## src/rtl/output_port_allocator_if.sv

```systemverilog
// Request/grant bundle between the input ports and one output port's allocator.
interface output_port_allocator_if #(
  parameter int N_PORTS = 5
);
  logic [N_PORTS-1:0] req;
  logic [N_PORTS-1:0] tail_sent;
  logic               out_ready;
  logic [N_PORTS-1:0] grant;
  logic               busy;
  logic [2:0]         rr_ptr;
  logic               err_drop;
  logic               err_timeout;

  modport master (
    output req, tail_sent, out_ready,
    input  grant, busy, rr_ptr, err_drop, err_timeout
  );

  modport slave (
    input  req, tail_sent, out_ready,
    output grant, busy, rr_ptr, err_drop, err_timeout
  );
endinterface

```

## src/rtl/output_port_allocator.sv

```systemverilog
// Round-robin wormhole allocator for one mesh-router output port: locks the winner
// from head to tail, re-arbitrates on the tail edge, and watchdogs stuck packets.
module output_port_allocator #(
  parameter int N_PORTS  = 5,
  parameter int HOLD_W   = 8,
  parameter int MAX_HOLD = 200
) (
  input  logic clk,
  input  logic rst,
  output_port_allocator_if.slave bus
);
  localparam logic [0:0] IDLE = 1'b0;
  localparam logic [0:0] HOLD = 1'b1;

  logic [0:0]         state;
  logic [N_PORTS-1:0] grant_q;
  logic [2:0]         rr_q;
  logic [HOLD_W-1:0]  hold_cnt;
  logic               err_drop_q, err_timeout_q;

  logic [N_PORTS-1:0] arb_req;
  logic               arb_ok;
  logic [2:0]         arb_idx;
  logic [2:0]         arb_next_ptr;
  logic [N_PORTS-1:0] arb_onehot;
  logic               tail_g, req_g, wd_hit;

  // First set bit scanning upward from ptr with wrap; reverse loop so the
  // lowest offset is assigned last and wins.
  function automatic logic [3:0] rr_pick(input logic [N_PORTS-1:0] r, input logic [2:0] p);
    logic [3:0] res;
    int         i;
    res = '0;
    for (int k = N_PORTS - 1; k >= 0; k--) begin
      i = (int'(p) + k) % N_PORTS;
      if (r[i]) res = {1'b1, 3'(i)};
    end
    return res;
  endfunction

  // Masking the held port makes the just-released requester ineligible on the
  // re-arbitration edge; in IDLE grant_q is zero so the mask is a no-op.
  always_comb begin
    arb_req      = bus.req & ~grant_q;
    {arb_ok, arb_idx} = rr_pick(arb_req, rr_q);
    arb_next_ptr = (int'(arb_idx) == N_PORTS - 1) ? 3'd0 : arb_idx + 3'd1;
    arb_onehot   = N_PORTS'(1) << arb_idx;
    tail_g       = |(bus.tail_sent & grant_q);
    req_g        = |(bus.req & grant_q);
    wd_hit       = (MAX_HOLD != 0) && (hold_cnt == HOLD_W'(MAX_HOLD - 1));
  end

  always_ff @(posedge clk) begin
    if (rst) begin
      state         <= IDLE;
      grant_q       <= '0;
      rr_q          <= '0;
      hold_cnt      <= '0;
      err_drop_q    <= 1'b0;
      err_timeout_q <= 1'b0;
    end else begin
      err_drop_q    <= 1'b0;
      err_timeout_q <= 1'b0;
      case (state)
        IDLE: begin
          if (bus.out_ready && arb_ok) begin
            grant_q  <= arb_onehot;
            rr_q     <= arb_next_ptr;
            hold_cnt <= '0;
            state    <= HOLD;
          end
        end
        default: begin
          if (tail_g) begin
            hold_cnt <= '0;
            if (bus.out_ready && arb_ok) begin
              grant_q <= arb_onehot;
              rr_q    <= arb_next_ptr;
            end else begin
              grant_q <= '0;
              state   <= IDLE;
            end
          end else if (!req_g) begin
            err_drop_q <= 1'b1;
            grant_q    <= '0;
            hold_cnt   <= '0;
            state      <= IDLE;
          end else if (wd_hit) begin
            err_timeout_q <= 1'b1;
            grant_q       <= '0;
            hold_cnt      <= '0;
            state         <= IDLE;
          end else if (hold_cnt != '1) begin
            hold_cnt <= hold_cnt + 1'b1;
          end
        end
      endcase
    end
  end

  assign bus.grant       = grant_q;
  assign bus.busy        = (state == HOLD);
  assign bus.rr_ptr      = rr_q;
  assign bus.err_drop    = err_drop_q;
  assign bus.err_timeout = err_timeout_q;
endmodule

```

## src/flat_wrapper.sv

```systemverilog
// flat-port wrapper written by rule: the top's interface ports become plain ports
module output_port_allocator_flat 
#(
  parameter int N_PORTS  = 5,
  parameter int HOLD_W   = 8,
  parameter int MAX_HOLD = 200
)
  (clk, rst, bus_req, bus_tail_sent, bus_out_ready, bus_grant, bus_busy, bus_rr_ptr, bus_err_drop, bus_err_timeout);
  output_port_allocator_if #(.N_PORTS(N_PORTS)) bus_i ();
  input  logic clk;
  input  logic rst;
  input wire logic [$bits(bus_i.req)-1:0] bus_req;
  input wire logic [$bits(bus_i.tail_sent)-1:0] bus_tail_sent;
  input wire logic [$bits(bus_i.out_ready)-1:0] bus_out_ready;
  output wire logic [$bits(bus_i.grant)-1:0] bus_grant;
  output wire logic [$bits(bus_i.busy)-1:0] bus_busy;
  output wire logic [$bits(bus_i.rr_ptr)-1:0] bus_rr_ptr;
  output wire logic [$bits(bus_i.err_drop)-1:0] bus_err_drop;
  output wire logic [$bits(bus_i.err_timeout)-1:0] bus_err_timeout;
  assign bus_i.req = bus_req;
  assign bus_i.tail_sent = bus_tail_sent;
  assign bus_i.out_ready = bus_out_ready;
  assign bus_grant = bus_i.grant;
  assign bus_busy = bus_i.busy;
  assign bus_rr_ptr = bus_i.rr_ptr;
  assign bus_err_drop = bus_i.err_drop;
  assign bus_err_timeout = bus_i.err_timeout;
  output_port_allocator #(.N_PORTS(N_PORTS), .HOLD_W(HOLD_W), .MAX_HOLD(MAX_HOLD)) u_core (.clk(clk), .rst(rst), .bus(bus_i));
endmodule
```

## config.mk

```make
export PLATFORM = sky130hd
export DESIGN_NAME = output_port_allocator_flat
export DESIGN_NICKNAME = d
export VERILOG_FILES = /design/src/rtl/output_port_allocator_if.sv /design/src/rtl/output_port_allocator.sv /design/src/flat_wrapper.sv
export SDC_FILE = /design/constraint.sdc
export NUM_CORES = 1
export LEC_CHECK = 0
export CAP_MARGIN = 10
export CORE_UTILIZATION = 50
export CTS_BUF_LIST = sky130_fd_sc_hd__clkbuf_8
export DETAILED_ROUTE_END_ITERATION = 8
export PLACE_DENSITY = 0.76
export SLEW_MARGIN = 10
export SYNTH_ARGS = -nofsm -noshare
export SYNTH_HDL_FRONTEND = slang
export SYNTH_SLANG_ARGS = --single-unit
```

## constraint.sdc

```tcl
create_clock -name clk -period 5.59 [get_ports clk]
set_clock_uncertainty 0.2 [all_clocks]
set_input_delay 1.677 -clock clk [delete_from_list [all_inputs] [get_ports clk]]
set_output_delay 1.677 -clock clk [all_outputs]
set_load 0.05 [all_outputs]
```

# Word level (Yosys, flattened, before mapping)
# Cells that the tools add are included.
# word_totals
register_bits,19
latchBits,0
ram_bits,0
romBits,0
in_bits,13
word_cells,86
memories,0
# op_classes
add_sub_neg,6
n_mul,0
div_mod_pow,5
order_cmp,5
eq_ne,6
shift,1
n_mux,43
bitwise_logic,6
n_reduce_logical,8
# ops
operator,count
less-than comparator 32 x 5 -> 1 bit (second input constant),5
modulo 32 x 4 -> 32 bit (second input constant),4
two-way mux 8 bit,6
modulo 4 x 4 -> 32 bit (second input constant),1
two-way mux 5 bit,6
two-way mux 4 bit,5
two-way mux 1 bit,17
AND 5 bit,3
binary-select mux 1 bit (select 3 bit),5
two-way mux 3 bit,4
OR reduction 5 bit,2
adder 3 x 2 -> 4 bit (second input constant),2
adder 8 x 1 -> 8 bit (second input constant),1
== test 8 bit (second input constant),1
!= test 8 bit (second input constant),1
OR reduction 8 bit,1
OR reduction 7 bit,1
!= test 5 bit (second input constant),1
NOT 5 bit,1
<< shifter 1 x 3 -> 5 bit (first input constant),1
adder 3 x 1 -> 4 bit (second input constant),1
adder 3 x 3 -> 4 bit (second input constant),1
!= test 4 bit (second input constant),1
AND reduction 2 bit,2
other kinds (6),7

# Longest topological paths before layout
# Gate-level depths: netlist of run 1.
# logic_depth
ltp_word,15
mapped_depth,24
ltp_nobuf,21

# Worst setup path before layout of run 1
# Ideal clock, no wire load.
# synth_path
kind,reg2reg
startpoint,register u_core.rr_q[0] (netlist: u_core.bus.rr_ptr[0])
endpoint,register u_core.rr_q[2] (netlist: u_core.bus.rr_ptr[2])
arrival_time_ps,5002
required_time_ps,5318
path_slack_ps,316
stages_incl_launch_ff,23
path_buffers,3
path_cell_list,dfxtp_1 buf_6 clkinv_1 ha_1 buf_2 inv_1 ha_1 clkbuf_1 o21ai_0 nor2_1 a21oi_1 ha_1 mux4_2 and2_1 o21ai_2 o21ai_0 a31o_1 a311oi_2 inv_1 ha_1 ha_1 a211o_1 a21oi_1
# synth_between
elab_chain_cells,15
# synth_rtl
item,line,rtl
from (decl),output_port_allocator.sv:17,logic [2:0] rr_q;
from (signal assigned),output_port_allocator.sv:68,rr_q <= arb_next_ptr;
from (signal assigned),output_port_allocator.sv:78,rr_q <= arb_next_ptr;
adder 3 x 3 -> 4 bit,output_port_allocator.sv:35,i = (int'(p) + k) % N_PORTS;
modulo 32 x 4 -> 32 bit,output_port_allocator.sv:35,
binary-select mux 1 bit (select 3 bit),output_port_allocator.sv:36,"if (r[i]) res = {1'b1, 3'(i)};"
two-way mux 1 bit (implied by the code) (2 in a row),output_port_allocator.sv:36,
two-way mux 4 bit (4 in a row),output_port_allocator.sv:36,
two-way mux 4 bit (*),output_port_allocator.sv:36,
adder 3 x 1 -> 3 bit or == test 3 bit (tied branches),output_port_allocator.sv:46,arb_next_ptr = (int'(arb_idx) == N_PORTS - 1) ? 3'd0 : arb_idx + 3'd1;
two-way mux 3 bit,output_port_allocator.sv:46,
two-way mux 3 bit (*),"output_port_allocator.sv:66, output_port_allocator.sv:76",
two-way mux 3 bit,output_port_allocator.sv:74,if (tail_g) begin
two-way mux 3 bit (*),output_port_allocator.sv:64,case (state)
# Mark *: on every way between the ends. The rest lies on a longest branch, timed or not. The select of a mux whose other input is x is not followed.
# A chain may end at the register's enable or synchronous reset.

# Worst setup path in the final report of run 1
# layout_path
startpoint,register u_core.rr_q[1] (netlist: u_core.bus.rr_ptr[1])
endpoint,register u_core.rr_q[2] (netlist: u_core.bus.rr_ptr[2])
# The elaborated chain is that of the path after synthesis.

==> flow_summary_export.csv, run 1 <==
group,metric,value,unit
synth,synth_top_area_share,0.1388,
cts,path_clk_slew,70,ps
placement,placedInstanceArea,3024,um2
sta,relSlewSlack,0.5302,
power,vdd.ir_drop.worst,305.8,uV
min_path,holdPathEnd,"u_core.hold_cnt[7]",
flow_run,cap_viol_max_count,0,
grt,grt_overflow,0,
sta,rsz0062_at_grt,"no",
placement,dp_hpwl,5.302,mm
power,power_switching,939.7,uW
min_path,hp-class,"flop to flop",
cts,post_cts_buffers,0,
grt,grt_first_pass_wirelength,11.83,mm
die,rows,26,
power,p_leak,0.001268,uW
sta,layout_min_cycle_time,5172,ps
sta,slew_viol_final,0,
grt,use_met2,0.3800,
sta,period_share,0.9251,
placement,gp_congestion,0.9775,
synth,ys_ff_latch,19,
cts,clockRootBuffer,"clkbuf_8",
synth,yosys.area.top_type,"dfxtp_1",
route,finalWirelength,6.739,mm
cts,cts_tree,"done",
critical_path,r2r_cells,20,
critical_path,critPathTopFamily,"compound AO/OA/AOI/OAI gates",
synth,postSynthAreaPerCell,8.278,um2
synth,synth_ff_type,"dfxtp_1",
route,wl_per_cell,15.97,um
die,pin_count,24,
synth,yosysWarnings,0,
power,clockPowerShare,0.054,
critical_path,cp_slowest_cell,"dfxtp_1",
grt,grt_pass1_vias,2442,
cts,clock_tree.buffer_depth,2,
synth,syn_nets,370,
cts,cts_repair_resize_count,0,
placement,portBuffers,23,
synth,synthArstFlopShare,0,
synth,syn_area,2740,um2
cells_and_area,fin_util,0.5897,
grt,top_usage_layer,"met2",
grt,track_usage,0.2450,
critical_path,worst_path_most_repeated_cell,"ha_1",
cells_and_area,stdcell_count,422,
die,fp.coreArea,5205,um2
power,p_per_area,562.1,nW/um2
cts,numClockSinks,19,
power,sw_frac_of_total,0.5447,
min_path,min_delay_path_depth,2,
critical_path,critPathRequiredTime,5570,ps
grt,grt_max_degree,31,
critical_path,r2r_slack,420,ps
grt,antenna_found_initial,0,
synth,synthTopCellsByArea,"dfxtp_1 (14%), ha_1 (12%), a21oi_1 (3.7%), mux2i_1 (3.3%), nand2_1 (3.3%)",
die,fp.dieArea,5781,um2
critical_path,crit_fanout,12,
route,drt_iter0_drc,275,
power,p_int,785.5,uW
cts,cts_hold_buf,0,
grt,met3_usage,0.03353,
cells_and_area,drive_above_1_share,0.1420,
route,dr.pass1.iters,5,
synth,yosysUniqueCellTypes,85,
critical_path,r2r-start,"u_core.bus.rr_ptr[1]",
route,num_vias,2634,
sta,worst_pin_slew,702.3,ps
critical_path,end_kind,"flop",
min_path,hp-start,"u_core.hold_cnt[7]",
sta,finalHoldViolations,0,
synth,synthCells,331,
critical_path,cp.arrival,5150,ps
placement,dp_cells,418,
critical_path,crit_type,"flop to flop",
critical_path,timing.rr.end,"u_core.bus.rr_ptr[2]",
power,p_total,1725,uW
critical_path,path_cells,"inv_2 -> ha_1 -> inv_1 -> ha_1 -> o21ai_0 -> nor2_1 -> a21oi_1 -> ha_1 -> xor2_1 -> nor3_1 -> nor4_1 -> o21ai_2 -> and2_1 -> a31o_1 -> a311oi_2 -> inv_1 -> ha_1 -> ha_1 -> a211o_1 -> a21oi_1",
cts,clk-insertion-delay-late,250,ps
cells_and_area,num-fill-cells,485,
grt,met1_usage,0.3681,
route,avgViaCountPerCell,6.242,
sta,finalSetupViolations,0,
die,fp.dieH,76.03,um
power,seq_power_share,0.113,
critical_path,max_stage_delay,570,ps
synth,yosysSeqAreaShare,0.1388,
outcome,outcome,"complete, no violations",
cells_and_area,regArea,380.4,um2
sta,setup_tns,0,ps
cells_and_area,nNetsFinal,392,
critical_path,path_buf_inv,3,
cts,cts_max_level,1,
cells_and_area,area_delta_synth_final,12.01,%
synth,synth_edf_count,0,
die,start_util,0.5264,
critical_path,cp-start-kind,"flop",
sta,fmax,193.4,MHz
power,power_frac_comb,0.833,
cells_and_area,diodes,0,
cells_and_area,fin_area,3069,um2
route,ant_nets,0,
cts,cts_buffers,3,
route,drcViolationCount,0,
die,die_x,76.03,um
cells_and_area,multi_input_area,2207,um2
==> registers in the layout, indices dropped and copies added, names as in the netlist <==
signal / flops
u_core.bus.rr_ptr: 3
u_core.bus.grant: 5
u_core.bus.err_timeout: 1
u_core.hold_cnt: 8
u_core.bus.err_drop: 1
u_core.bus.busy: 1
==> kinds of logic (layout without fill, tap and decap cells) <==
| logic type | count (synthesis) | count (layout) | synth area share |
|---|---|---|---|
| AO/OA/AOI/OAI | 100 | 100 | 0.3032 |
| multiplexers | 14 | 14 | 0.06712 |
| flip-flops | 19 | 19 | 0.1388 |
| adder cells (fa/ha/maj) | 26 | 26 | 0.1187 |
| XOR/XNOR | 11 | 11 | 0.04475 |
| AND/OR/NAND/NOR | 131 | 131 | 0.2717 |
| buffers and inverters | 30 | 51 | 0.05571 |
==> placed cells by master (no fill, tap or decap), types with 4 or more instances in the layout <==
cell type and count:
clkdlybuf4s50_1 23, a21oi_1 20, nand2_1 24, o211a_1 4, nor2_1 18, and3_1 7, and2_1 5, nor3_1 9
a22oi_1 4, nand3_1 6, buf_4 7, a22o_1 4, nor4_1 4, a211o_1 4, mux2i_1 9, nand2b_1 14
inv_1 14, ha_1 26, nand4_1 11, xnor2_1 7, o21ai_0 12, a21oi_2 4, nor2b_1 12, dfxtp_1 19
==> layout make-up <==
cell class | instances | area share
well taps | 70 | 0.02854
multi-input cells | 282 | 0.7191
clock inverters | 1 | 0.001223
inverters | 17 | 0.02161
repair buffers | 30 | 0.09213
flip-flops and latches | 19 | 0.1239
clock buffers | 3 | 0.01345
==> through the flow <==
step	hold WS [ps]	setup WS, ps
2_1_floorplan	246.3	316.0
5_1_grt	314.6	39.49
6_report	285.6	418.4
4_1_cts	283.5	486.0
3_5_place_dp	271.9	307.2
3_3_place_gp	264.0	401.1
==> cells in the mapped netlist (3+ instances only) <==
library cell  number
a211o_1            4
nand4_1           11
a22o_1             4
buf_2              5
nand3_1            6
o21ai_0           12
nor4_1             4
mux4_2             3
buf_6              4
ha_1              26
nor3_1             9
nor2b_1           12
nor3_2             3
o211a_1            4
mux2i_1            9
a21o_1             3
clkbuf_1           3
a211oi_2           3
nand2_1           24
nor2_1            18
a21oi_2            4
dfxtp_1           19
a21oi_1           20
and3_1             7
inv_1             13
a211oi_1           3
nand2b_1          14
xnor2_1            7
and2_1             5
a22oi_1            4
==> power groups by stage <==
stage	Sequential, uW	Clock, uW	Combinational [uW]
after floorplan	264	0	1050
after global placement	199	0	1400
after detailed placement	199	0	1410
after CTS	197	95.3	1420
after global routing	202	101	1570
final	195	92.8	1440
==> layer usage <==
metal | wire length [um] | up-vias | share of wire
met4 | 55 | 0 | 0.0082
met1 | 3348 | 1245 | 0.50
met3 | 378 | 9 | 0.056
met5 | 0 | - | 0
li1 | - | 1296 | -
met2 | 2956 | 84 | 0.44
==> worst max-delay path by stage <==
stage,from,endpoint,slack [ps],depth (start not counted)
after floorplan,u_core.bus.rr_ptr[0],u_core.bus.rr_ptr[2],320,22
after global placement,bus_req[3],u_core.bus.rr_ptr[2],400,13
after detailed placement,bus_req[3],u_core.bus.rr_ptr[2],310,13
after CTS,u_core.bus.rr_ptr[1],u_core.bus.rr_ptr[2],490,20
after global routing,u_core.bus.rr_ptr[1],u_core.bus.rr_ptr[2],40,20
final,u_core.bus.rr_ptr[1],u_core.bus.rr_ptr[2],420,20
==> worst reg2reg max path, cell delays in order, from the launching register on <==
cell	delay, ps
dfxtp_1	570
inv_2	220
ha_1	240
inv_1	90
ha_1	330
o21ai_0	190
nor2_1	50
a21oi_1	210
ha_1	310
xor2_1	170
nor3_1	70
nor4_1	500
o21ai_2	220
and2_1	210
a31o_1	220
a311oi_2	350
inv_1	110
ha_1	200
ha_1	270
a211o_1	230
a21oi_1	130
Power figures use the tool's default switching activity.
==> run 2: changes to the inputs <==
--- a/config.mk
+++ b/config.mk
@@ -5,11 +5,13 @@
 export SDC_FILE = /design/constraint.sdc
 export NUM_CORES = 1
 export LEC_CHECK = 0
+export ABC_CLOCK_PERIOD_IN_PS = 5590
 export CAP_MARGIN = 10
 export CORE_UTILIZATION = 50
 export CTS_BUF_LIST = sky130_fd_sc_hd__clkbuf_8
 export DETAILED_ROUTE_END_ITERATION = 8
 export PLACE_DENSITY = 0.76
+export SETUP_SLACK_MARGIN = 0.05
 export SLEW_MARGIN = 10
 export SYNTH_ARGS = -nofsm -noshare
 export SYNTH_HDL_FRONTEND = slang
==> run 2 against run 1 <==
  * Count of clock-buffer cells in the layout did not move
  * Combinational power is essentially flat
  * Flip-flop and latch count did not move
  * Utilization up 0.12 points
  * Die area unchanged
  * Register-to-register slack better by 110 ps
  * Non-clock buffer count is the same
  * Total power about the same
  * Wire length down 0.16%
==> flow_summary_export.csv, run 2 (same netlist as run 1, synthesis figures left out) <==
group,metric,value,unit
placement,dp_hpwl,5.302,mm
route,dr.pass1.iters,4,
route,route.met2.wl,2.952,mm
sta,period_share,0.9063,
die,fp.coreArea,5205,um2
sta,finalHoldViolations,0,
route,routed.top_layer,"met4",
die,rows,26,
die,die_x,76.03,um
cts,clock_tree.buffer_depth,2,
cts,path_clk_slew,70,ps
route,num_vias,2603,
grt,antenna_found_initial,0,
sta,slew_viol_final,0,
power,p_per_area,561.1,nW/um2
sta,worst_pin_slew,669.1,ps
critical_path,critPathRequiredTime,5570,ps
outcome,outcome,"complete, no violations",
route,ant_nets,0,
die,fp.dieH,76.03,um
die,fp.dieArea,5781,um2
critical_path,cp.arrival,5050,ps
cells_and_area,drive_above_1_share,0.1449,
power,power_frac_comb,0.833,
placement,gp_congestion,0.9775,
sta,layout_min_cycle_time,5066,ps
sta,rsz0062_at_grt,"no",
critical_path,crit_type,"flop to flop",
sta,finalSetupViolations,0,
power,seq_power_share,0.114,
cts,cts_buffers,3,
min_path,hp-class,"flop to flop",
route,wl_met1,3.376,mm
sta,fmax,197.4,MHz
cells_and_area,diodes,0,
power,clockPowerShare,0.053,
critical_path,critPathTopFamily,"compound AO/OA/AOI/OAI gates",
critical_path,worst_path_most_repeated_cell,"ha_1",
cells_and_area,area_delta_synth_final,12.24,%
cts,numClockSinks,19,
cells_and_area,stdcell_count,422,
route,wl_per_cell,15.94,um
route,drt_iter0_drc,272,
power,sw_frac_of_total,0.5443,
cts,clockRootBuffer,"clkbuf_8",
critical_path,cp-start-kind,"flop",
cells_and_area,final_common_cell,"ha_1",
critical_path,crit_fanout,12,
flow_run,cap_viol_max_count,0,
sta,relSlewSlack,0.5524,
cts,clk-insertion-delay-late,250,ps
die,pin_count,24,
critical_path,cp_slowest_cell,"dfxtp_1",
sta,setup_tns,0,ps
grt,track_usage,0.2450,
route,finalWirelength,6.728,mm
sta,setup_ws,523.9,ps
critical_path,path_buf_inv,3,
route,drcViolationCount,0,
cts,cts_max_level,1,
power,p_int,786.4,uW
grt,grt_first_pass_wirelength,11.83,mm
power,vdd.ir_drop.worst,301.7,uV
route,wl_met3,369,um
cts,cts_tree,"done",
critical_path,max_stage_delay,580,ps
cells_and_area,largest_register_ffs,8,
grt,grt_overflow,0,
power,p_leak,0.001270,uW
route,avgViaCountPerCell,6.168,
placement,portBuffers,23,
cells_and_area,regMostFlops,"u_core.hold_cnt",
placement,dp_cells,418,
cells_and_area,mostFrequentLayoutCells,"ha_1 (26), nand2_1 (24), clkdlybuf4s50_1 (23), a21oi_1 (20), dfxtp_1 (19)",
critical_path,end_kind,"flop",
power,power_switching,939.2,uW
cts,post_cts_buffers,0,
grt,grt_max_degree,31,
grt,grt_pass1_vias,2442,
die,start_util,0.5264,
cells_and_area,nNetsFinal,392,
critical_path,path_cells,"inv_2 -> ha_1 -> inv_1 -> ha_1 -> o21ai_0 -> nor2_1 -> a21oi_1 -> ha_1 -> nand2b_1 -> o2bb2ai_1 -> nor2b_1 -> and2_1 -> o21ai_2 -> o21ai_0 -> a31o_1 -> a311oi_2 -> inv_1 -> ha_1 -> ha_1 -> a211o_1 -> a21oi_1",
placement,pre_cts_ws,307.2,ps
## run 2: cell counts in the layout (fill, tap and decap cells not counted)
No cell type changed its count.
## run 2: power by group through the flow
stage,sequential [uW],clock [uW],combinational (uW)
3_3_place_gp,199,0,1400
5_1_grt,202,101,1580
6_report,196,92.3,1440
3_5_place_dp,199,0,1410
2_1_floorplan,264,0,1050
4_1_cts,197,95.3,1420
## run 2: area by class of cell
cell class | instances | area [um2]
Fill cell | 484 | 2130
Timing Repair Buffer | 30 | 282.8
Multi-Input combinational cell | 282 | 2213
Sequential cell | 19 | 380.4
Inverter | 17 | 66.31
Tap cell | 70 | 87.58
Clock inverter | 1 | 3.754
Clock buffer | 3 | 41.29
## run 2: what timing repair did
item,in CTS,in global routing
setup endpoints to repair,0,1
hold buffers,0,0
resized for setup,0,1
## run 2: per-layer routing
layer  up-vias  track usage
met5         -            0
met4         0      0.03077
met3         5      0.03353
met2        70       0.3800
met1      1236       0.3681
li1       1292            -
## run 2: worst paths after layout
kind         cells after the start            startpoint  slack (ps)              endpoint
max                             21  u_core.bus.rr_ptr[1]         520  u_core.bus.rr_ptr[2]
min                              2    u_core.hold_cnt[7]         280    u_core.hold_cnt[7]
min reg2reg                      2    u_core.hold_cnt[7]         280    u_core.hold_cnt[7]
max reg2reg                     21  u_core.bus.rr_ptr[1]         520  u_core.bus.rr_ptr[2]
## run 2: worst reg2reg max path, cell delays in order (launching register included)
cell and delay [ps]:
dfxtp_1 580, inv_2 220, ha_1 240, inv_1 80
ha_1 320, o21ai_0 190, nor2_1 50, a21oi_1 210
ha_1 300, nand2b_1 140, o2bb2ai_1 150, nor2b_1 190
and2_1 180, o21ai_2 270, o21ai_0 150, a31o_1 220
a311oi_2 350, inv_1 110, ha_1 200, ha_1 270
a211o_1 230, a21oi_1 130
## run 2: stage by stage
stage	utilization	instance area, um2	total power [uW]	hold WS (ps)
finish	0.5909	3075	1726	284.6
detailed placement	0.5810	3024	1606	271.9
CTS	0.5897	3069	1711	283.5
floorplan	-	2740	1315	246.3
global route	0.5909	3075	1879	314.6
global placement	0.5810	3024	1595	264.0
==> patch 1, RTL diff (settings of run 2) <==
Set the localparam `HOLD` to 1'b0 (it was 1'b1).
--- a/src/rtl/output_port_allocator.sv
+++ b/src/rtl/output_port_allocator.sv
@@ -12,3 +12,3 @@
   localparam logic [0:0] IDLE = 1'b0;
-  localparam logic [0:0] HOLD = 1'b1;
+  localparam logic [0:0] HOLD = 1'b0;
 
Function: changed (a bounded check fails within 4 cycles, from zero or initial values and one cycle with rst high).
==> patch 1 against run 2 <==
- synthesized area down 4.0%
- total power is 3.3% higher
- sequential cell count did not move
- cell area is 2.8% lower
- sequential share of layout area grew 0.36 points
- utilization shrank 0.19 points
- setup slack gained 130 ps
- wire length grew 0.79%
- largest cell class unchanged
- largest power group unchanged
- highest routed layer unchanged
==> patch 1: results (changes against run 2) <==
** Global routing
- Met3 usage :: 1.49% (was 3.35%)
- The number of global-route vias before repair was 2451 (was 2442).
- Global-route met1 utilization :: 30.7% (was 36.8%)
- Antenna violations before repair :: 0 (unchanged)
- The largest net degree at the start of global routing is 28 (was 31).
- Overall fraction of global-route tracks in use :: 24.7% (was 24.5%)
- Global routing met2 resource utilization :: 44.6% (was 38.0%)
- The global-route wire length before repair was 10900 um (was 11800 um).

** Final layout
- Total inserted antenna cells :: 0 (unchanged)
- Largest register FFs :: 8 (unchanged)
- The largest register by flop count is u_core.hold_cnt (unchanged).
- The fraction of final layout cells with drive strength greater than 1 is 8.74% (was 14.5%).
- Nets :: 406 (was 392)

** Logic synthesis
- Main area contributors after synthesis: dfxtp_1 14%, ha_1 12%, a21oi_1 5.1%, nor2_1 4.0%, nand2_1 3.6% (was dfxtp_1 14%, ha_1 12%, a21oi_1 3.7%, mux2i_1 3.3%, nand2_1 3.3%).
- Synthesized Nets :: 384 (was 370)
- Number of distinct library cell variants in the gate-level netlist after synthesis :: 67 (was 85)
- The number of warnings issued by yosys came to 0 (unchanged).
- Most frequent cells after synthesis :: 28 x nor2_1, 27 x a21oi_1, 26 x ha_1 (was 26 x ha_1, 24 x nand2_1, 20 x a21oi_1)
- The sequential cell area fraction in the yosys report is 14.5% (was 13.9%).
- Share of synthesized registers carrying an async set or reset :: 0% (unchanged)

** Drt
- The number of search-and-repair iterations in the first detailed-routing pass was 4 (unchanged).
- Total via count in the routed design :: 2742 (was 2603)
- Routed WL :: 6780 um (was 6730 um)
- Violation count after the first detailed-routing iteration :: 220 (was 272)

** Worst setup path
- The cell with the biggest individual delay on the critical path was or4_1 (was dfxtp_1).
- Crit-path max FO :: 12 (unchanged)
- The worst endpoint data arrival time was 4890 ps (was 5050 ps).
- The delay of the slowest cell on the worst path was 550 ps (was 580 ps).
- The kind of cell with the highest combined delay on the critical path was compound AO/OA/AOI/OAI gates (unchanged).

** Placement
- Sum of net half-perimeters after detailed placement :: 5290 um (was 5300 um)
- The weighted congestion reported at the end of routability-driven placement came to 0.919 (was 0.978).
- The number of input and output port buffers inserted came to 23 (unchanged).
- Post-Place Worst Slack :: 719 ps (was 307 ps)

** Worst hold path
- The worst min-delay path category is reg2reg (unchanged).

** STA
- Worst Max-Slew Pin Slew :: 628 ps (was 669 ps)

** Clock tree
- The clock latency reported for the late side of the worst-skew pair came to 250 ps (about the same).
- Post-CTS clock slew at the launch and capture registers of the worst setup and hold paths :: 70 ps (about the same)
- CTS Buf Count :: 3 (unchanged)
- Post-CTS sizing :: 0 (unchanged)
- Clock tree root driver cell :: clkbuf_8 (unchanged)
- The deepest clock path buffer count was 2 (unchanged).
- The deepest level of the CTS H-tree was 1 (unchanged).
- The setup fix buffers added after clock tree synthesis was 0 (unchanged).

** Pwr
- Leakage power figure :: 0.00120 uW (was 0.00127 uW)
- The maximum ir drop on the vdd rail is 236 uV (was 302 uV).

** Outcome
- Result of the run: completed (unchanged).

** Run
- Number of violations of the max-capacitance limit :: 0 (unchanged)
patch 1: tightest hold or removal path: cells and delay by family (launching register included):
| family | cells | cell delay [ps] |
|---|---|---|
| flip-flops | 1 | 330 |
| AND/OR/NAND/NOR | 1 | 50 |
| AO/OA/AOI/OAI | 1 | 60 |
patch 1: area by class of cell:
| class | instances | area (um^2) |
|---|---|---|
| Clock inverter | 1 | 5.00 |
| Tap cell | 70 | 87.6 |
| Sequential cell | 19 | 380 |
| Clock buffer | 3 | 41.3 |
| Inverter | 19 | 71.3 |
| Fill cell | 497 | 2090 |
| Multi-Input combinational cell | 295 | 2130 |
| Timing Repair Buffer | 29 | 275 |
patch 1: power by group:
group,internal (uW),switching (uW),total [uW]
clock network,49.5,44.1,93.6
registers,153,25.5,178
logic,593,918,1510
total,795,987,1780
patch 1: final timing paths:
check | from | to | slack [ps] | cells after the start
setup / recovery | u_core.bus.rr_ptr[1] | u_core.bus.rr_ptr[2] | 660 | 21
hold / removal | u_core.hold_cnt[1] | u_core.hold_cnt[1] | 290 | 2
setup reg to reg | u_core.bus.rr_ptr[1] | u_core.bus.rr_ptr[2] | 660 | 21
hold reg to reg | u_core.hold_cnt[1] | u_core.hold_cnt[1] | 290 | 2
patch 1: per-layer routing:
metal,up-vias,wire (um)
li1,1362,-
met4,0,150
met1,1312,3020
met3,15,183
met2,53,3430
met5,-,0
patch 1: through the flow:
| step | power [uW] | hold slack [ps] | cells | instance area, um^2 | utilization (%) |
|---|---|---|---|---|---|
| 6_report | 1780 | 288 | 436 | 2990 | 58.9 |
| 5_1_grt | 1950 | 329 | 436 | 2990 | 58.9 |
| 4_1_cts | 1770 | 295 | 436 | 2990 | 58.9 |
| 3_5_place_dp | 1660 | 286 | 432 | 2940 | 58.0 |
| 3_3_place_gp | 1630 | 266 | 432 | 2940 | 58.0 |
| 2_1_floorplan | 1360 | 249 | 345 | 2630 | - |
patch 1: kinds of logic (layout without fill, tap and decap cells):
family / count (synthesis) / count (layout) / share of synthesized area, %
AOI/OAI and AO/OA: 118 / 118 / 34.3
xor gates and xnor gates: 7 / 7 / 2.90
DFF: 19 / 19 / 14.5
muxes: 10 / 10 / 3.85
buffers and inverters: 31 / 52 / 4.66
and+or+nand+nor: 134 / 134 / 27.5
adders and majority gates: 26 / 26 / 12.4
==> patch 2, RTL diff (config.mk and constraints of run 2) <==
Made on the original files. Compare `hold_cnt` against `HOLD_W'(MAX_HOLD - 1)` with >= in place of ==.
--- a/src/rtl/output_port_allocator.sv
+++ b/src/rtl/output_port_allocator.sv
@@ -49,3 +49,3 @@
     req_g        = |(bus.req & grant_q);
-    wd_hit       = (MAX_HOLD != 0) && (hold_cnt == HOLD_W'(MAX_HOLD - 1));
+    wd_hit       = (MAX_HOLD != 0) && (hold_cnt >= HOLD_W'(MAX_HOLD - 1));
   end
Check against the original RTL: same outputs for any inputs over 4 cycles, from zero or initial values and one cycle with rst high; that may be too few to reach the edited logic, so the function may still have changed.
==> patch 2 against run 2 <==
- setup slack gained 3.6 ps
- critical path type unchanged
- largest power group unchanged
- highest routed layer unchanged
- wire length shrank 2.1%
- final cell count shrank 2.1%
- sequential power shrank 4%
- utilization grew 1.6 points
- total power shrank 19%
- synthesized area shrank 6.7%
- cell area shrank 5.0%
- critical endpoint is now u_core.bus.rr_ptr[0]
- combinational power shrank 23%
- sequential cell count is the same
==> patch 2: results (changes against run 2) <==
** Drt
- The highest layer used for signal routing is met4 (unchanged).
- The total wirelength of the detailed-routed design was 6590 um (was 6730 um).
- Violation count after the first detailed-routing iteration :: 206 (was 272)
- The detailed-routed wire length on met2 came to 3060 um (was 2950 um).
- Total via count in the routed design :: 2546 (was 2603)
- First-pass detailed-route iteration total :: 5 (was 4)
- The wire length on met1 came to 3040 um (was 3380 um).
- Met3 layer wire length in the routed design :: 285 um (was 369 um)

** Clock tree
- For the worst-skew pair, the clock arrives at the later sink with an insertion delay of between 200 and 300 ps.
- Post-CTS clock slew at the launch and capture registers of the worst setup and hold paths :: 80 ps
- CTS Buffer Depth :: 2 (unchanged)
- H-Tree Depth :: 1 (unchanged)
- The number of buffers inserted during clock tree synthesis came to 3 (unchanged).
- The buffer cell driving the clock tree root was clkbuf_8 (unchanged).

** Placement
- The final HPWL from detailed placement was 5160 um (was 5300 um).
- The number of input and output port buffers inserted came to 23 (unchanged).
- Post-Place Worst Slack :: 382 ps (was 307 ps)
- The weighted congestion reported at the end of routability-driven placement was 0.943 (was 0.978).

** Final layout
- The number of flip-flops under the largest register name came to 8 (unchanged).
- The filler cell count was 460 (was 484).
- The area taken by flip-flops and latches is 380 um^2 (unchanged).
- Nets :: 384 (was 392)
- The number of antenna diodes came to 0 (unchanged).
- The fraction of final layout cells with drive strength greater than 1 came to 11.8% (was 14.5%).
- Register name with the most flops :: u_core.hold_cnt (unchanged)

** Logic synthesis
- The unique cell type count in the Yosys netlist was 77 (was 85).
- Sequential share of the synthesized area :: 14.9% (was 13.9%)
- Most frequent cells after synthesis: 24 x ha_1, 21 x nand2_1, 19 x dfxtp_1 (was 26 x ha_1, 24 x nand2_1, 20 x a21oi_1).
- Main area contributors after synthesis: dfxtp_1 15%, ha_1 12%, mux2i_1 4.3%, nand2b_1 3.7%, nand2_1 3.1% (was dfxtp_1 14%, ha_1 12%, a21oi_1 3.7%, mux2i_1 3.3%, nand2_1 3.3%).
- Share of synthesized registers carrying an async set or reset :: 0% (unchanged)
- Number of synthesis warnings :: 0 (unchanged)
- Synthesized Nets :: 361 (was 370)
- Main flop type after synthesis :: dfxtp_1 (unchanged)

** Global routing
- Via count of the first global-routing pass :: 2289 (was 2442)
- The global-route usage over all layers was 25.1% (was 24.5%).
- First-pass GRT wire length :: 10700 um (was 11800 um)
- Antenna violations before repair :: 0 (unchanged)
- The largest net degree at the start of global routing is 18 (was 31).

** Pwr
- The reported leakage power came to 0.00118 uW (was 0.00127 uW).
- The maximum ir drop on the vdd rail was 195 uV (was 302 uV).

** Worst hold path
- Path category of the worst min-delay check :: reg2reg (unchanged)

** Worst setup path
- The worst endpoint data arrival time came to 5070 ps (was 5050 ps).
- The top fanout value on the critical path came to 8 (was 12).

** STA
- The relative slew slack is 57.4% (was 55.2%).
- The final hold violation count is 0 (unchanged).

** Outcome
- Result of the run: completed (unchanged).
[patch 2: cell families after synthesis]
kind of cell	after synthesis	share of synthesized area, %
flip-flops	19	14.9
buffers and inverters	32	5.34
AO/OA/AOI/OAI	101	30.4
XOR/XNOR	4	1.37
adder cells (fa/ha/maj)	24	11.7
multiplexers	16	7.05
AND/OR/NAND/NOR	128	29.2
[patch 2: worst paths after layout]
path / startpoint / depth (start not counted) / slack [ps] / endpoint
min reg2reg: u_core.hold_cnt[7] / 1 / 270 / u_core.hold_cnt[7]
max: u_core.bus.rr_ptr[1] / 20 / 530 / u_core.bus.rr_ptr[0]
max reg2reg: u_core.bus.rr_ptr[1] / 20 / 530 / u_core.bus.rr_ptr[0]
min: u_core.hold_cnt[7] / 1 / 270 / u_core.hold_cnt[7]
[patch 2: power breakdown]
group          internal, uW  leakage, uW  switching (uW)
Sequential              156     0.000154            32.3
Combinational           447      0.00100             664
Clock                  50.3    0.0000217            49.8
[patch 2: stage by stage]
step	std cells	instance area, um^2
2_1_floorplan	324	2560
6_report	413	2920
3_5_place_dp	409	2870
5_1_grt	413	2920
4_1_cts	413	2910
3_3_place_gp	409	2870
[patch 2: layout make-up]
type,count,share of cell area [%]
Timing Repair Buffer,31,9.94
Tap cell,67,2.87
Sequential cell,19,13.0
Clock buffer,3,1.41
Multi-Input combinational cell,273,70.1
Clock inverter,1,0.257
Inverter,19,2.44
[patch 2: worst max-delay path, cell delays in order, from the launching register on]
cell      delay [ps]
dfxtp_1          420
inv_1             80
ha_1             380
inv_1            200
ha_1             180
inv_1             40
ha_1             270
nand2b_1         160
o211ai_1         380
nand3_1          210
mux2_2           310
a211oi_1         380
a21oi_2          160
nor3_1           200
a31oi_1           80
mux2_2           320
ha_1             230
or2_2            300
a311oi_1         230
o211a_1          190
a311o_1           90
[patch 2: timing repair]
| action | in CTS | in global routing |
|---|---|---|
| buffers inserted | 0 | 0 |
| hold buffers | 0 | 0 |
| resized for setup | 0 | 1 |
| setup endpoints to repair | 0 | 1 |
[patch 2: routing by layer]
| layer | global-route usage [%] | vias up |
|---|---|---|
| met3 | 4.12 | 16 |
| li1 | - | 1276 |
| met1 | 32.9 | 1200 |
| met4 | 10.0 | 0 |
| met2 | 40.9 | 54 |
| met5 | 0 | - |
